`config.mk`:
```
export PLATFORM = sky130hd
export DESIGN_NAME = mem_port_adaptor
export DESIGN_NICKNAME = d
export VERILOG_FILES = /design/src/rtl/rv32i_types.sv /design/src/rtl/mem_port_adaptor.sv
export SDC_FILE = /design/constraint.sdc
export NUM_CORES = 1
export LEC_CHECK = 0
export ABC_AREA = 0
export CORE_UTILIZATION = 42
export CTS_CLUSTER_SIZE = 8
export DETAILED_ROUTE_END_ITERATION = 8
export PLACE_DENSITY = 0.87
export SLEW_MARGIN = 20
export SYNTH_ARGS = -nofsm -noshare
export SYNTH_HDL_FRONTEND = slang
export SYNTH_SLANG_ARGS = --single-unit
```
`constraint.sdc`:
```
create_clock -name clk -period 9 [get_ports clk]
set_input_delay 1.35 -clock clk [delete_from_list [all_inputs] [get_ports clk]]
set_output_delay 1.35 -clock clk [all_outputs]
set_load 0.005 [all_outputs]
```
`src/rtl/rv32i_types.sv`:
```
// ============================================================================
// Package : rv32i_types
// Shared widths and small helpers for the CPU-to-physical memory path.
// Rev 1.0 : initial release
// ============================================================================
`default_nettype none

package rv32i_types;

    localparam int CPU_DATA_W  = 32;
    localparam int CPU_MASK_W  = 4;
    localparam int PMEM_DATA_W = 64;
    localparam int PMEM_MASK_W = 8;

    typedef enum logic {
        OP_READ  = 1'b0,
        OP_WRITE = 1'b1
    } mem_op_t;

    // Places a 4-lane CPU byte enable into the upper or lower half of the 8-lane mask.
    function automatic logic [PMEM_MASK_W-1:0] lane_mask(input logic [CPU_MASK_W-1:0] be,
                                                         input logic lane);
        return lane ? {be, {CPU_MASK_W{1'b0}}} : {{CPU_MASK_W{1'b0}}, be};
    endfunction

endpackage

`default_nettype wire

```
`src/rtl/mem_port_adaptor.sv`:
```
// ============================================================================
// Module  : mem_port_adaptor
// Bridges a 32-bit CPU memory port onto a 64-bit physical port with watchdog.
// Rev 1.0 : initial release
// ============================================================================
`default_nettype none

module mem_port_adaptor
    import rv32i_types::*;
#(
    parameter int TIMEOUT_CYCLES = 255
) (
    input  logic                   clk,
    input  logic                   rst,
    input  logic                   mem_read,
    input  logic                   mem_write,
    input  logic [31:0]            mem_address,
    input  logic [CPU_DATA_W-1:0]  mem_wdata,
    input  logic [CPU_MASK_W-1:0]  mem_byte_enable,
    output logic                   mem_resp,
    output logic [CPU_DATA_W-1:0]  mem_rdata,
    output logic                   pmem_read,
    output logic                   pmem_write,
    output logic [31:0]            pmem_address,
    output logic [PMEM_DATA_W-1:0] pmem_wdata,
    output logic [PMEM_MASK_W-1:0] pmem_wmask,
    input  logic                   pmem_resp,
    input  logic [PMEM_DATA_W-1:0] pmem_rdata,
    output logic                   timeout
);

    typedef enum logic [1:0] {
        IDLE  = 2'd0,
        ISSUE = 2'd1,
        DONE  = 2'd2
    } state_t;

    // Expiry fires on the last allowed stalled cycle so the strobe is held
    // for exactly TIMEOUT_CYCLES cycles.
    localparam logic [8:0] WD_LAST = 9'(TIMEOUT_CYCLES - 1);

    state_t                  state;
    state_t                  state_next;
    logic [8:0]              watchdog;
    logic [31:3]             addr_q;
    logic [CPU_DATA_W-1:0]   wdata_q;
    logic [CPU_MASK_W-1:0]   be_q;
    logic                    lane_q;
    mem_op_t                 op_q;
    logic                    accept;
    logic                    pmem_done;
    logic                    wd_expire;
    logic                    unused_addr_bits;

    assign unused_addr_bits = ^mem_address[2:0];

    always_ff @(posedge clk or posedge rst) begin
        if (rst) begin
            state <= IDLE;
        end else begin
            state <= state_next;
        end
    end

    always_comb begin
        state_next = state;
        accept     = 1'b0;
        pmem_done  = 1'b0;
        wd_expire  = 1'b0;
        pmem_read  = 1'b0;
        pmem_write = 1'b0;
        mem_resp   = 1'b0;
        case (state)
            IDLE: begin
                if (mem_read || mem_write) begin
                    accept     = 1'b1;
                    state_next = ISSUE;
                end
            end
            ISSUE: begin
                pmem_read  = (op_q == OP_READ);
                pmem_write = (op_q == OP_WRITE);
                if (pmem_resp) begin
                    pmem_done  = 1'b1;
                    state_next = DONE;
                end else if (watchdog == WD_LAST) begin
                    wd_expire  = 1'b1;
                    state_next = DONE;
                end
            end
            DONE: begin
                mem_resp   = 1'b1;
                state_next = IDLE;
            end
            default: begin
                state_next = IDLE;
            end
        endcase
    end

    always_ff @(posedge clk or posedge rst) begin
        if (rst) begin
            addr_q    <= '0;
            wdata_q   <= '0;
            be_q      <= '0;
            lane_q    <= 1'b0;
            op_q      <= OP_READ;
            watchdog  <= '0;
            mem_rdata <= '0;
            timeout   <= 1'b0;
        end else begin
            if (accept) begin
                addr_q   <= mem_address[31:3];
                wdata_q  <= mem_wdata;
                be_q     <= mem_byte_enable;
                lane_q   <= mem_address[2];
                op_q     <= mem_write ? OP_WRITE : OP_READ;
                watchdog <= '0;
            end else if ((state == ISSUE) && !pmem_resp) begin
                watchdog <= watchdog + 9'd1;
            end

            if (pmem_done && (op_q == OP_READ)) begin
                mem_rdata <= lane_q ? pmem_rdata[PMEM_DATA_W-1:CPU_DATA_W]
                                    : pmem_rdata[CPU_DATA_W-1:0];
            end else if (wd_expire) begin
                mem_rdata <= '0;
            end

            if (wd_expire) begin
                timeout <= 1'b1;
            end
        end
    end

    assign pmem_address = {addr_q, 3'b000};
    assign pmem_wdata   = {wdata_q, wdata_q};
    assign pmem_wmask   = lane_mask(be_q, lane_q);

endmodule

`default_nettype wire

```
==> summary.txt, run 1 <==
Outcome
  – Status: finished clean

Detailed routing
  – Starting DRT DRC Count: 149
  – Antenna-violating nets left: 0
  – # DRC: 0
  – DR vias: approximately 3,800
  – Final WL: around 13,000 um
  – DR pass1 iterations: 4
  – Drt wl/cell: 16.34 um
  – Via density per instance: about 5.0

GRT
  – Initial antenna violation count: 0
  – Vias in the first global route: 4,140
  – Gr usage total: 0.2127
  – Total grt overflow: 0
  – Largest net degree at the start of global routing: 77
  – Global-route wire length before repair: ~21,000 um

Final layout
  – Register Area: about 2800 um^2
  – Antenna diodes: 0
  – Nets: ~770
  – Area of the multi-input gates: approximately 1800 um^2
  – Fill count: between 800 and 900
  – Layout cells sized above 1: 0.1408
  – Layout area overhead: 56.66%
  – Final Core Density: 0.6785

Pwr
  – Sequential power share: 0.369
  – Sw frac: 0.2981
  – Leakage: ~0.0033 uW
  – Pint: between 1500 and 2000 uW
  – Pwr dens: 320.3 nW/um^2
  – Clock Power Share: 0.146
  – Net switching power: between 700 and 800 uW
  – Maximum vdd drop: 0.1906 mV
  – Combinational cell fraction of total power: 0.485

Synthesis
  – Primary FF master, synth: dfrtp_1
  – Sequential share of the synthesized area: 0.5593
  – Share of flip-flops with an asynchronous set or reset: 1.000
  – Number of synthesized flops with an enable pin: 0
  – Distinct cell type count of the synthesized netlist: 34
  – FF+latch count, synth: 111
  – Mean Syn Cell Area: around 12 um^2
  – Ys Warns: 0
  – Mapped Cells: around 400
  – Post-Synthesis Cell Area: slightly below 5000 um^2

Timing
  – RSZ-0062 raised after global routing: false
  – Final WS setup: 5.496 ns
  – Slew Viols, Final: 0
  – Fin. Hold Viols: 0
  – Worst slew pin tran: slightly above 1 ns
  – # setup viols final: 0
  – Tmin final: roughly 3.5 ns
  – Max Fclk: 0.2854 GHz
  – Fin crit share: 0.3894
  – Clock skew: roughly 0.0057 ns
  – Max-slew headroom: 0.3118
  – Setup TNS: 0 ns

CTS
  – Clock slew at reported path FFs: roughly 0.070 ns
  – TritonCTS clock tree: built
  – Hold-fix buffers, CTS: 0
  – Max Root-Sink Buffers: 2
  – Clk_lat worst skew: 0.34 ns
  – Num CTS Buffers: 9
  – CTS HTree Levels: 3
  – CTS root buf: clkbuf_16
  – Total clock sinks: 111
  – Post-CTS setup buffer count: 0
  – Cts repair resizes: 0

Die
  – Die width: around 110 um
  – Die Ht: between 100 and 150 um
  – Core Region: approximately 11,000 um^2
  – # rows: 39
  – Starting density of the core: 0.4331
  – # IOs: 277
  – DIE AREA: 12,260 um^2

Critical path
  – Crit path required time: 7.65 ns
  – Critical Setup Path Class: flop to output port
  – Crit-path max FO: slightly above 40
  – Crit-path slowest cell: dfrtp_2
  – Slowest stage delay, CP: just over 1 ns
  – Endpoint kind of the worst setup timing path: output port
  – Cell Chain, Critical Path: and2_1, clkdlybuf4s50_1
  – Arr. time, crit path: roughly 2.2 ns
  – Startpoint Class: flop

Placement
  – Port Buffers: 271
  – Dpl ws: 5.174 ns
  – Placer congestion estimate: roughly 0.76
  – DP HPWL: roughly 9600 um

Flow run
  – MaxCap Viol Count: 0

Hold path
  – Hold Path Class: flop to flop
-- cell type report --
type,count,share of cell area
inverter,5,0.002734
timing repair buffer,274,0.3516
tap,143,0.02300
clock inverter,3,0.002412
clock buffer,13,0.03216
multi-input combinational,226,0.2309
sequential,111,0.3572
-- worst max-delay path, delay by kind of cell (launching register included) --
kind	cells	cell delay (ns)
flops	1	1.03
buf+inv	1	0.53
simple gates	1	0.24
-- worst paths after layout --
check	slack, ns	to	depth (start not counted)	from
max	5.50	pmem_wmask[5]	2	lane_q
min	0.47	timeout	1	timeout
max reg2reg	6.33	wdata_q[19]	4	state[1]
min reg2reg	0.47	timeout	1	timeout
max in group asynchronous	6.27	lane_q	3	rst
min in group asynchronous	1.37	addr_q[14]	2	rst
-- cells in the mapped netlist, drive strengths merged (2+ instances only) --
library cell | count | area (um^2)
buf | 47 | 341.6
and2 | 4 | 25.02
nand2 | 37 | 138.9
nand4 | 2 | 12.51
dfrtp | 111 | 2778
nand3 | 3 | 15.01
o31ai | 2 | 15.01
nor3 | 3 | 15.01
a21oi | 6 | 30.03
clkbuf | 12 | 45.04
mux2i | 34 | 340.3
inv | 5 | 18.77
or2 | 2 | 12.51
o21ai | 5 | 25.02
or3 | 3 | 18.77
ha | 2 | 25.02
nor2 | 5 | 21.27
or4 | 2 | 15.01
nor2b | 4 | 25.02
nor3b | 2 | 15.01
mux2 | 66 | 743.2
o22ai | 33 | 206.5
-- sequential cells by signal (all words and copies together) (netlist names) --
| name | count |
|---|---|
| lane_q | 1 |
| be_q | 4 |
| addr_q | 29 |
| state | 2 |
| op_q | 1 |
| watchdog | 9 |
| mem_rdata | 32 |
| wdata_q | 32 |
| timeout | 1 |
-- cell usage in the layout (no fill, tap or decap), drive strengths merged, types with 3 or more instances in the layout --
cell             n
dfrtp          111
nand3            3
and2             4
a21oi            6
nor2             5
o22ai           33
mux2            66
clkdlybuf4s50  271
or3              3
clkinv           3
nor3             3
buf              3
nand2           37
nor2b            4
mux2i           34
conb             3
o21ai            5
clkbuf          13
inv              5
-- power groups by stage --
stage / registers, uW / clock network (uW) / logic, uW
after CTS: 925 / 375 / 1230
after detailed placement: 931 / 0 / 1220
after global routing: 959 / 394 / 1300
final: 919 / 363 / 1210
after floorplan: 884 / 0 / 587
after global placement: 908 / 0 / 1190
-- routing by layer --
metal | GRT usage | routed length, um | vias up
li1 | - | - | 1819
met1 | 0.2383 | 4827 | 1844
met2 | 0.3839 | 6709 | 167
met3 | 0.06452 | 982 | 12
met4 | 0.06844 | 145 | 0
met5 | 0 | 0 | -
-- kinds of logic (layout without fill, tap and decap cells) --
kind of cell               count (synthesis)  count (layout)  share of synthesized area
other                                      1               3                  0.0007551
and+or+nand+nor                           72              72                    0.07407
DFF                                      111             111                     0.5593
adders and majority gates                  2               2                   0.005038
AOI/OAI and AO/OA                         49              49                    0.06097
buffers and inverters                     64             295                    0.08163
muxes                                    100             100                     0.2182
-- through the flow --
| step | std cells | instance area, um^2 | power, uW | hold slack [ns] |
|---|---|---|---|---|
| after floorplan | 401 | 4974 | 1471 | 0.4650 |
| after global placement | 759 | 7511 | 2098 | 0.4500 |
| after detailed placement | 759 | 7511 | 2151 | 0.4548 |
| after CTS | 775 | 7780 | 2525 | 0.4710 |
| after global routing | 775 | 7780 | 2649 | 0.4921 |
| final | 775 | 7780 | 2492 | 0.4684 |
Note: power is estimated with default switching activity, not from simulation.
==> inputs of run 2 (changes only) <==
- CORE_UTILIZATION: 42 -> 35
- PLACE_DENSITY: 0.87 -> 0.77
- clock period: 9 -> 3.1 ns (I/O delays scaled with it)
==> run 2 against run 1 <==
Clock-buffer cell count down 2. Cell area up 1.8%. Die area up 20%. Power rose to 3.0 times the previous value. Critical path type is now input port to flop. Critical endpoint is now mem_rdata[0]. Largest power group unchanged. Highest routed layer unchanged.
==> summary.txt, run 2 (same netlist as run 1, synthesis figures left out) <==
Critical path
  – Endpoint kind of the worst setup timing path: flop
  – Crit-path max FO: 33
  – Slowest stage delay, CP: a little under 0.6 ns
  – Arr. time, crit path: 2.36 ns
  – Crit-path slowest cell: or3b_1
  – Cell Chain, Critical Path: clkdlybuf4s50_1, or3b_1, nor4_4, buf_4, o22ai_1
  – Worst r2r src: state[0]
  – Startpoint Class: input port
  – Critical Setup Path Class: input port to flop
  – Crit path required time: approximately 3.3 ns
  – CP Launch Point: pmem_resp

Timing
  – Worst slew pin tran: ~0.76 ns
  – Max Fclk: about 0.47 GHz
  – Max-slew headroom: 0.4927
  – WHS: 0.4695 ns
  – Clock skew: roughly 0.0074 ns
  – Setup TNS: 0 ns
  – Final WS setup: about 0.95 ns
  – Fin. Hold Viols: 0
  – Slew Viols, Final: 0
  – Fin crit share: 0.6931
  – # setup viols final: 0
  – Tmin final: 2.149 ns
  – RSZ-0062 raised after global routing: false

Final layout
  – Most common cell after layout, fill and taps aside: clkdlybuf4s50_1
  – Layout area overhead: 59.56%
  – Non-filler cells, final: a little over 800
  – Nets: about 770
  – Final Core Density: 0.5708
  – Most frequent cells in the layout: 271 x clkdlybuf4s50_1, 110 x dfrtp_1, 66 x mux2_2, 37 x nand2_1, 34 x mux2i_1
  – Layout cells sized above 1: 0.1483
  – Top flop regs: mem_rdata x32, wdata_q x32, addr_q x29
  – Antenna diodes: 0

Die
  – # rows: between 40 and 50
  – Core Region: 13,880 um^2
  – DIE AREA: about 15,000 um^2
  – Die width: ~120 um
  – Die Ht: between 100 and 150 um
  – # IOs: 277
  – Starting density of the core: 0.3578

CTS
  – Clock slew at reported path FFs: 0.07 ns
  – Num CTS Buffers: 9
  – Cts repair resizes: 0
  – TritonCTS clock tree: built
  – CTS root buf: clkbuf_16
  – Max Root-Sink Buffers: 2
  – Post-CTS setup buffer count: 0
  – Hold-fix buffers, CTS: 0
  – CTS HTree Levels: 3
  – Total clock sinks: 111
  – Clk_lat worst skew: 0.35 ns

Detailed routing
  – Routed wl met2: about 6200 um
  – Final WL: about 12,000 um
  – Starting DRT DRC Count: between 100 and 150
  – M1 WL: 4629 um
  – DR WL met3: roughly 1100 um
  – # DRC: 0
  – DR pass1 iterations: 4
  – Drt wl/cell: 14.90 um
  – Antenna-violating nets left: 0
  – Via density per instance: between 4 and 5
  – Top Layer Used: met4
  – DR vias: ~3,800

Placement
  – Placer congestion estimate: about 0.76
  – Port Buffers: 271
  – DP HPWL: around 9100 um
  – Dpl ws: between 0.5 and 0.6 ns
  – Placed Instances: around 800

Pwr
  – Leakage: ~0.0033 uW
  – Pwr dens: roughly 940 nW/um^2
  – Maximum vdd drop: about 0.43 mV

GRT
  – Initial antenna violation count: 0
  – Total grt overflow: 0
  – Gr usage total: 0.1645
  – Global-route wire length before repair: approximately 19,000 um
  – Vias in the first global route: a little under 4,000
  – Largest net degree at the start of global routing: 74

Hold path
  – Hold path startpoint: timeout
  – Hold Path Class: flop to flop

Flow run
  – MaxCap Viol Count: 0

Outcome
  – Status: finished clean
## run 2: area by class of cell
class                      count  area (um^2)
fill                        1131         5957
sequential                   111         2779
timing repair buffer         277         2770
multi-input combinational    226         1797
clock buffer                  11        252.7
tap                          180        225.2
clock inverter                 4        77.57
inverter                       5        22.52
## run 2: report_power, final
part	leakage, uW	switching [uW]	internal, uW
sequential	0.00134	438	2120
clock	0.000162	507	752
combinational	0.00181	1190	2410
## run 2: per-layer routing
layer	track usage	vias to the layer above
met4	0.07099	0
met5	0	-
li1	-	1828
met3	0.05122	11
met1	0.1812	1831
met2	0.2904	166
## run 2: path summary, 6_finish.rpt
kind,end,slack [ns],cells past startpoint
worst max-delay path,mem_rdata[0],0.95,5
worst min-delay path,timeout,0.47,1
worst max register to register,mem_rdata[0],1.07,4
worst min register to register,timeout,0.47,1
max in group asynchronous,lane_q,1.85,3
min in group asynchronous,addr_q[17],0.67,3
## run 2: metrics by stage
stage               total power [uW]  instance area [um^2]
global route                    7901                  7924
detailed placement              6240                  7594
global placement                6118                  7594
CTS                             7540                  7924
floorplan                       4271                  4977
finish                          7418                  7924
## run 2: worst max-delay path, delay by kind of cell
| kind | cells | cell delay, ns |
|---|---|---|
| compound gates | 1 | 0.13 |
| buf+inv | 2 | 0.83 |
| simple gates | 2 | 0.92 |
